<file path="config.mk">
export PLATFORM = sky130hd
export DESIGN_NAME = framebuffer_serializer
export DESIGN_NICKNAME = d
export VERILOG_FILES = /design/src/rtl/fb_pkg.sv /design/src/rtl/fb_word_shifter.sv /design/src/rtl/framebuffer_serializer.sv
export SDC_FILE = /design/constraint.sdc
export NUM_CORES = 2
export LEC_CHECK = 0
export CORE_MARGIN = 1.5
export CORE_UTILIZATION = 30
export DETAILED_ROUTE_END_ITERATION = 8
export PLACE_DENSITY = 0.54
export SETUP_SLACK_MARGIN = 0.15
export SYNTH_ARGS = -nofsm -noshare
export SYNTH_HDL_FRONTEND = slang
export SYNTH_HIERARCHICAL = 1
export SYNTH_SLANG_ARGS = --single-unit
</file>
<file path="constraint.sdc">
create_clock -name clk_33 -period 23.4 [get_ports clk_33]
set_input_delay 3.51 -clock clk_33 [delete_from_list [all_inputs] [get_ports clk_33]]
set_output_delay 3.51 -clock clk_33 [all_outputs]
set_load 0.05 [all_outputs]
</file>
<file path="src/rtl/fb_pkg.sv">
// Shared constants and FSM state type for the framebuffer serializer.
package fb_pkg;

  localparam int DRIVERS     = 30;
  localparam int CHANNELS    = 48;
  localparam int GS_BITS     = 9;
  localparam int STREAM_BITS = CHANNELS * GS_BITS;

  typedef enum logic [1:0] {
    ST_IDLE,
    ST_PREFETCH,
    ST_STREAM
  } fb_state_t;

endpackage

</file>
<file path="src/rtl/fb_word_shifter.sv">
// Double-buffered channel word: a shadow register catches the next RAM word
// while the shift register sends the current one out MSB first on every lane.
module fb_word_shifter #(
  parameter int DRIVERS = fb_pkg::DRIVERS,
  parameter int GS_BITS = fb_pkg::GS_BITS
) (
  input  logic                       clk,
  input  logic                       rst,
  input  logic                       capture,
  input  logic                       load,
  input  logic                       shift,
  input  logic [DRIVERS*GS_BITS-1:0] din,
  output logic [DRIVERS-1:0]         msb
);

  logic [DRIVERS*GS_BITS-1:0] shadow;
  logic [DRIVERS*GS_BITS-1:0] sreg;

  // NOTE: these are plain registers, not a RAM, so clearing them on reset is
  // cheap and keeps a mid-stream reset from leaving stale data behind.
  always_ff @(posedge clk or posedge rst) begin
    if (rst) begin
      shadow <= '0;
      sreg   <= '0;
    end else begin
      if (capture) shadow <= din;
      // A capture coinciding with a load bypasses the shadow (first word).
      if (load) begin
        sreg <= capture ? din : shadow;
      end else if (shift) begin
        for (int d = 0; d < DRIVERS; d++) begin
          sreg[d*GS_BITS +: GS_BITS] <= {sreg[d*GS_BITS +: GS_BITS-1], 1'b0};
        end
      end
    end
  end

  always_comb begin
    for (int d = 0; d < DRIVERS; d++) begin
      msb[d] = sreg[d*GS_BITS + GS_BITS - 1];
    end
  end

endmodule

</file>
<file path="src/rtl/framebuffer_serializer.sv">
// Fetches one slice from framebuffer RAM and streams it as 432 gapless
// cycles of 30-lane serial data, channel 47 first, MSB first per channel.
module framebuffer_serializer
  import fb_pkg::*;
#(
  parameter int DRIVERS     = fb_pkg::DRIVERS,
  parameter int CHANNELS    = fb_pkg::CHANNELS,
  parameter int GS_BITS     = fb_pkg::GS_BITS,
  parameter int SLICE_COUNT = 256,
  parameter int RAM_LATENCY = 1,
  localparam int SW = $clog2(SLICE_COUNT),
  localparam int AW = $clog2(SLICE_COUNT*CHANNELS)
) (
  input  logic                       clk_33,
  input  logic                       rst,
  input  logic                       start,
  input  logic [SW-1:0]              slice_idx,
  output logic                       busy,
  output logic                       done,
  output logic                       err_slice,
  output logic                       ram_rd,
  output logic [AW-1:0]              ram_addr,
  input  logic [DRIVERS*GS_BITS-1:0] ram_rdata,
  output logic [DRIVERS-1:0]         framebuffer_dat,
  output logic                       framebuffer_sync
);

  localparam int BCW = $clog2(GS_BITS);
  localparam logic [BCW-1:0] BIT_LAST = BCW'(GS_BITS - 1);
  localparam logic [BCW-1:0] BIT_LAND = BCW'(RAM_LATENCY);
  localparam logic [5:0]     CH_FIRST = 6'(CHANNELS - 1);

  fb_state_t          state, next_state;
  logic [SW-1:0]      slice_q;
  logic [5:0]         ch_cnt;
  logic [BCW-1:0]     bit_cnt;
  logic               done_q, err_q;
  logic               slice_ok;
  logic               rd, capture, load, shift;
  logic [5:0]         rd_ch;
  logic [DRIVERS-1:0] lane_msb;

  assign slice_ok = 32'(slice_idx) < SLICE_COUNT;

  // In PREFETCH the bit counter doubles as the RAM latency counter.
  always_ff @(posedge clk_33 or posedge rst) begin
    if (rst) begin
      state   <= ST_IDLE;
      slice_q <= '0;
      ch_cnt  <= '0;
      bit_cnt <= '0;
      done_q  <= 1'b0;
      err_q   <= 1'b0;
    end else begin
      state  <= next_state;
      done_q <= 1'b0;
      err_q  <= 1'b0;
      case (state)
        ST_IDLE: begin
          if (start && slice_ok) begin
            slice_q <= slice_idx;
            ch_cnt  <= CH_FIRST;
            bit_cnt <= '0;
          end else if (start) begin
            err_q <= 1'b1;
          end
        end
        ST_PREFETCH: begin
          bit_cnt <= (bit_cnt == BIT_LAND) ? '0 : bit_cnt + 1'b1;
        end
        ST_STREAM: begin
          if (bit_cnt == BIT_LAST) begin
            bit_cnt <= '0;
            if (ch_cnt == '0) done_q <= 1'b1;
            else              ch_cnt <= ch_cnt - 1'b1;
          end else begin
            bit_cnt <= bit_cnt + 1'b1;
          end
        end
        default: ;
      endcase
    end
  end

  // NOTE: every output of this block gets a default first so no latch is inferred.
  always_comb begin
    next_state = state;
    rd         = 1'b0;
    rd_ch      = ch_cnt;
    capture    = 1'b0;
    load       = 1'b0;
    shift      = 1'b0;
    case (state)
      ST_IDLE: begin
        if (start && slice_ok) next_state = ST_PREFETCH;
      end
      ST_PREFETCH: begin
        rd = (bit_cnt == '0);
        if (bit_cnt == BIT_LAND) begin
          capture    = 1'b1;
          load       = 1'b1;
          next_state = ST_STREAM;
        end
      end
      ST_STREAM: begin
        shift = 1'b1;
        if (bit_cnt == '0 && ch_cnt != '0) begin
          rd    = 1'b1;
          rd_ch = ch_cnt - 1'b1;
        end
        if (bit_cnt == BIT_LAND && ch_cnt != '0) capture = 1'b1;
        if (bit_cnt == BIT_LAST) begin
          if (ch_cnt != '0) begin
            load  = 1'b1;
            shift = 1'b0;
          end else begin
            next_state = ST_IDLE;
          end
        end
      end
      default: next_state = ST_IDLE;
    endcase
  end

  fb_word_shifter #(
    .DRIVERS (DRIVERS),
    .GS_BITS (GS_BITS)
  ) u_shifter (
    .clk     (clk_33),
    .rst     (rst),
    .capture (capture),
    .load    (load),
    .shift   (shift),
    .din     (ram_rdata),
    .msb     (lane_msb)
  );

  assign ram_rd           = rd;
  assign ram_addr         = rd ? AW'(slice_q) * AW'(CHANNELS) + AW'(rd_ch) : '0;
  assign busy             = (state != ST_IDLE);
  assign done             = done_q;
  assign err_slice        = err_q;
  assign framebuffer_dat  = (state == ST_STREAM) ? lane_msb : '0;
  assign framebuffer_sync = (state == ST_STREAM) && (ch_cnt == CH_FIRST) && (bit_cnt == '0);

endmodule

</file>
Word level (Yosys, flattened, before mapping)
Index checks and enable logic that the tools add are counted.

operators by class
  $add $sub $neg = 3
  multipliers = 1
  equality and inequality tests = 10
  muxes and demuxes = 34
  reduce and logical (&&, ||, !) cells = 16

operators by type and width
  kind                                               number
  two-way mux 270 bit                                3
  two-way mux 30 bit                                 1
  two-way mux 6 bit                                  5
  adder 14 x 6 -> 14 bit                             1
  two-way mux 14 bit                                 1
  two-way mux 4 bit                                  3
  case mux 4 bit (3 select lines)                    1
  case mux 6 bit (2 select lines)                    1
  two-way mux 1 bit                                  11
  multiplier 8 x 2 -> 10 bit, second input constant  1
  inequality test 2 bit, second input constant       5
  two-way mux 2 bit                                  4
  AND reduction 4 bit                                2
  == test 6 bit, second input constant               1
  zero test 6 bit                                    1
  case mux 1 bit (2 select lines)                    3
  case mux 2 bit (3 select lines)                    1
  nonzero test 2 bit                                 3
  nonzero test 6 bit                                 1
  subtractor 6 x 1 -> 6 bit, second input constant   1
  adder 4 x 1 -> 4 bit, second input constant        1
  == test 4 x 1 -> 1 bit, second input constant      1
  == test 4 bit, second input constant               1
  logical AND 1 bit                                  4
  6 further kinds                                    7

word-level totals
  flip-flop bits (word level) = 561
  output and inout port bits = 49
  logic and storage cells = 71

Depth between registers and ports, before layout
  depth after elaboration = 6
  mapped depth = 13

Cells and area by module
Netlist, hierarchy kept.

by module, submodules not included
  module                  times used  cells an instance  area an instance (um2)  seq. area each (um2)
  fb_word_shifter         1           1474               24760.0                 13513.0
  framebuffer_serializer  1           253                2203.4                  525.5

Worst setup path before layout
No wires, ideal clock.

  path type = register to output
  start = reg state[0]
  end = out ram_addr[11]
  arrival = 3613 ps
  required time = 19890 ps
  slack = 16277 ps
  cell stages (with the launch flop) = 14
  path buffers = 2
  cells stage by stage = dfrtp_1 inv_1 ha_1 clkbuf_1 o21a_1 buf_2 nand3_1 xnor2_1 ha_1 a21o_1 and3_1 nand4_1 o21ai_0 nor3b_1

on the way
  longest elaborated chain between the ends = 4
  elaborated cells on any way between the ends = 6

RTL lines
  item                      RTL line                       source
  start: declaration        framebuffer_serializer.sv:33   fb_state_t state, next_state;
  start signal: assignment  framebuffer_serializer.sv:55   state <= next_state;
  == test 2 bit             framebuffer_serializer.sv:93   case (state)
  two-way mux 6 bit         framebuffer_serializer.sv:93
  adder 14 x 6 -> 14 bit    framebuffer_serializer.sv:139  assign ram_addr = rd ? AW'(slice_q) * AW'(CHANNELS) + AW'(rd_ch) : '0;
  two-way mux 14 bit (*)    framebuffer_serializer.sv:139
  end: declaration          framebuffer_serializer.sv:22   output logic [AW-1:0] ram_addr,

Mark *: on every way between the ends. The rest lies on a longest branch, timed or not.

Worst setup path after layout
  start = reg state[0]
  end = out ram_addr[13]

The elaborated chain is that of the path after synthesis.

==> metrics <==
clock skew=0.02716 ns; synthesized area per cell=15.61 um2; full die area=91680 um2; io pins=330; Rel. slew slack=26.44%; root buf cell=clkbuf_16; Congestion Overflow GR=0; syn_nets=2032; Worst Reg2Reg Path Length in Cells=10; max_cap viols=0; antenna violations before repair=17; Routed WL=57.68 mm; Area contributors post-synth=dfrtp_1, mux2_4, mux2_2, mux2_1, ha_1; routed vias=14350; Rows=109; share of flip-flops with an asynchronous set or reset=100.0%; Setup violations, final=0; Yosys reg bits=561; Synth area leader=dfrtp_1; clk_lat worst skew=0.60 ns; synthesized cell area=26960 um2; Starting Density=30.42%; total CTS buffers=66; Post-synth EDFFs=0; Iter 0 DRT Violations=573; Clock Path Buffers=3; post-route antenna net violation count=0; layout cells sized above 1=34.39%; Reg clk slew, reported paths=0.05 ns; Layout Nets=2314; Crit. End Element=output pin; CP Data Arrival Time=4.91 ns; Syn. warnings=6; Port Buffers=328; Core ar.=88650 um2; distinct cell type count after synthesis=55; Hold Vio Cnt, Final=0; Worst-Margin Slew=1.103 ns; R2R Setup Slk=17.54 ns; Via density=4.445; most common cell in the netlist=dfrtp_1; status=complete, no violations; Worst VDD drop=66.44 uV; clk sinks=561; CP Max Fanout=38; post-CTS setup buffers=0; HPWL after DPL=36.71 mm; iteration count of the initial detailed-routing pass=4; # resized after CTS=0; hold-critical path depth=1; pre-CTS setup slack=15.27 ns; Post-synth top flop=dfrtp_1; Post-synth top cells=dfrtp_1, mux2_4, mux2_2; drt drc=0; Sum Neg Setup Slack=0 ns; Core Util, Final=37.30%; final worst slack=14.98 ns; CTS Hold Bufs=0; Critical Path RT=19.89 ns; WS Path Type=register to output pin; first-pass GRT wire length=91.97 mm; Leak=15.22 nW; CTS H-tree depth=3; CTS tree=built; Setup crit start kind=register; Hold Path Class=register to register; area fraction of the dominant cell type after synthesis=52.06%; GP Congestion=0.7662; Power, Total=4.142 mW; Cells after Synth=1727; die width=302.8 um; largest net degree at the start of global routing=181; RSZ-0062 raised after global routing=false; die height=302.8 um; GRT Overall Usage=12.63%; wire length per cell=17.87 um; Placed Instances=3106; post-synthesis sequential area ratio=52.06%; post-route insts no fill=3228; fin crit share=35.97%; final slew viol count=0; power per cell area=125.3 nW/um2; minimum clock period=8.417 ns; vias in the first global route=15960; Achievable Freq=0.1188 GHz; Area Overhead vs Synth=22.64%
## cells by family after synthesis
logic type / after synthesis / share of synthesized area (%)
AND/OR/NAND/NOR: 139 / 3.095
adder cells (fa/ha/maj): 24 / 1.169
flip-flops: 561 / 52.06
multiplexers: 764 / 36.65
other: 1 / 0.01391
buffers and inverters: 146 / 4.325
XOR/XNOR: 11 / 0.3573
AO/OA/AOI/OAI: 81 / 2.329
## worst max-delay path, stage by stage (launching register included)
cell and delay, ns:
dfrtp_1 0.41, inv_1 0.12, ha_2 0.17, buf_4 0.48
o21a_1 0.50, nand4_1 0.19, xnor2_1 0.22, ha_1 0.23
a21o_1 0.15, and3_1 0.21, nand4_1 0.20, a2111oi_4 0.40
mux2_4 0.33, clkdlybuf4s50_1 0.70
## through the flow
| stage | instance area [um2] | hold slack, ns |
|---|---|---|
| 6_report | 33070 | 0.4786 |
| 2_1_floorplan | 26960 | 0.4549 |
| 5_1_grt | 33070 | 0.4974 |
| 3_3_place_gp | 30800 | 0.4645 |
| 4_1_cts | 33060 | 0.4834 |
| 3_5_place_dp | 30800 | 0.4705 |
## layout by cell type, fill, tap and decap left out, types with 13 or more instances in the layout
master             n
and2_1            36
a21o_1            34
clkbuf_16         67
clkbuf_8          16
dfrtp_1          561
nor2_1            18
clkdlybuf4s50_1  328
clkbuf_1          13
mux2_1           189
mux2_2           232
nor3b_1           34
mux2_4           341
ha_1              21
inv_1             15
## path summary, 6_finish.rpt
check,startpoint,end
max in group asynchronous,rst,u_shifter/sreg[63]
min reg2reg,u_shifter/shadow[117],u_shifter/shadow[117]
max reg2reg,state[0],u_shifter/sreg[25]
min,u_shifter/shadow[117],u_shifter/shadow[117]
min in group asynchronous,rst,u_shifter/shadow[159]
max,state[0],ram_addr[13]
## registers in the layout (all words and copies together) (netlist names)
register	cells
u_shifter/sreg	270
u_shifter/shadow	270
slice_q	8
bit_cnt	4
done	1
ch_cnt	6
state	2
## layer usage
layer / part of all wire [%] / track usage [%] / up-vias
met5: 0.28 / 0 / -
met4: 1.9 / 3.719 / 26
met3: 5.8 / 3.716 / 102
met2: 48 / 20.36 / 263
met1: 44 / 16.38 / 7271
li1: - / - / 6688
## report_power, final
| group | switching, mW | internal [mW] | leakage [nW] | total [mW] |
|---|---|---|---|---|
| logic | 0.672 | 0.888 | 6.86 | 1.56 |
| clock network | 0.423 | 0.629 | 1.10 | 1.05 |
| registers | 0.154 | 1.38 | 7.25 | 1.53 |
| total | 1.25 | 2.89 | 15.2 | 4.14 |
## cell type report
cell class,count,area (um2)
sequential,561,14040
clock inverter,22,314.1
antenna,4,10.01
tap,1165,1458
fill,8405,55580
clock buffer,96,1946
timing repair buffer,344,3453
inverter,16,67.56
multi-input combinational,1020,11780
(Power assumes the default switching activity.)
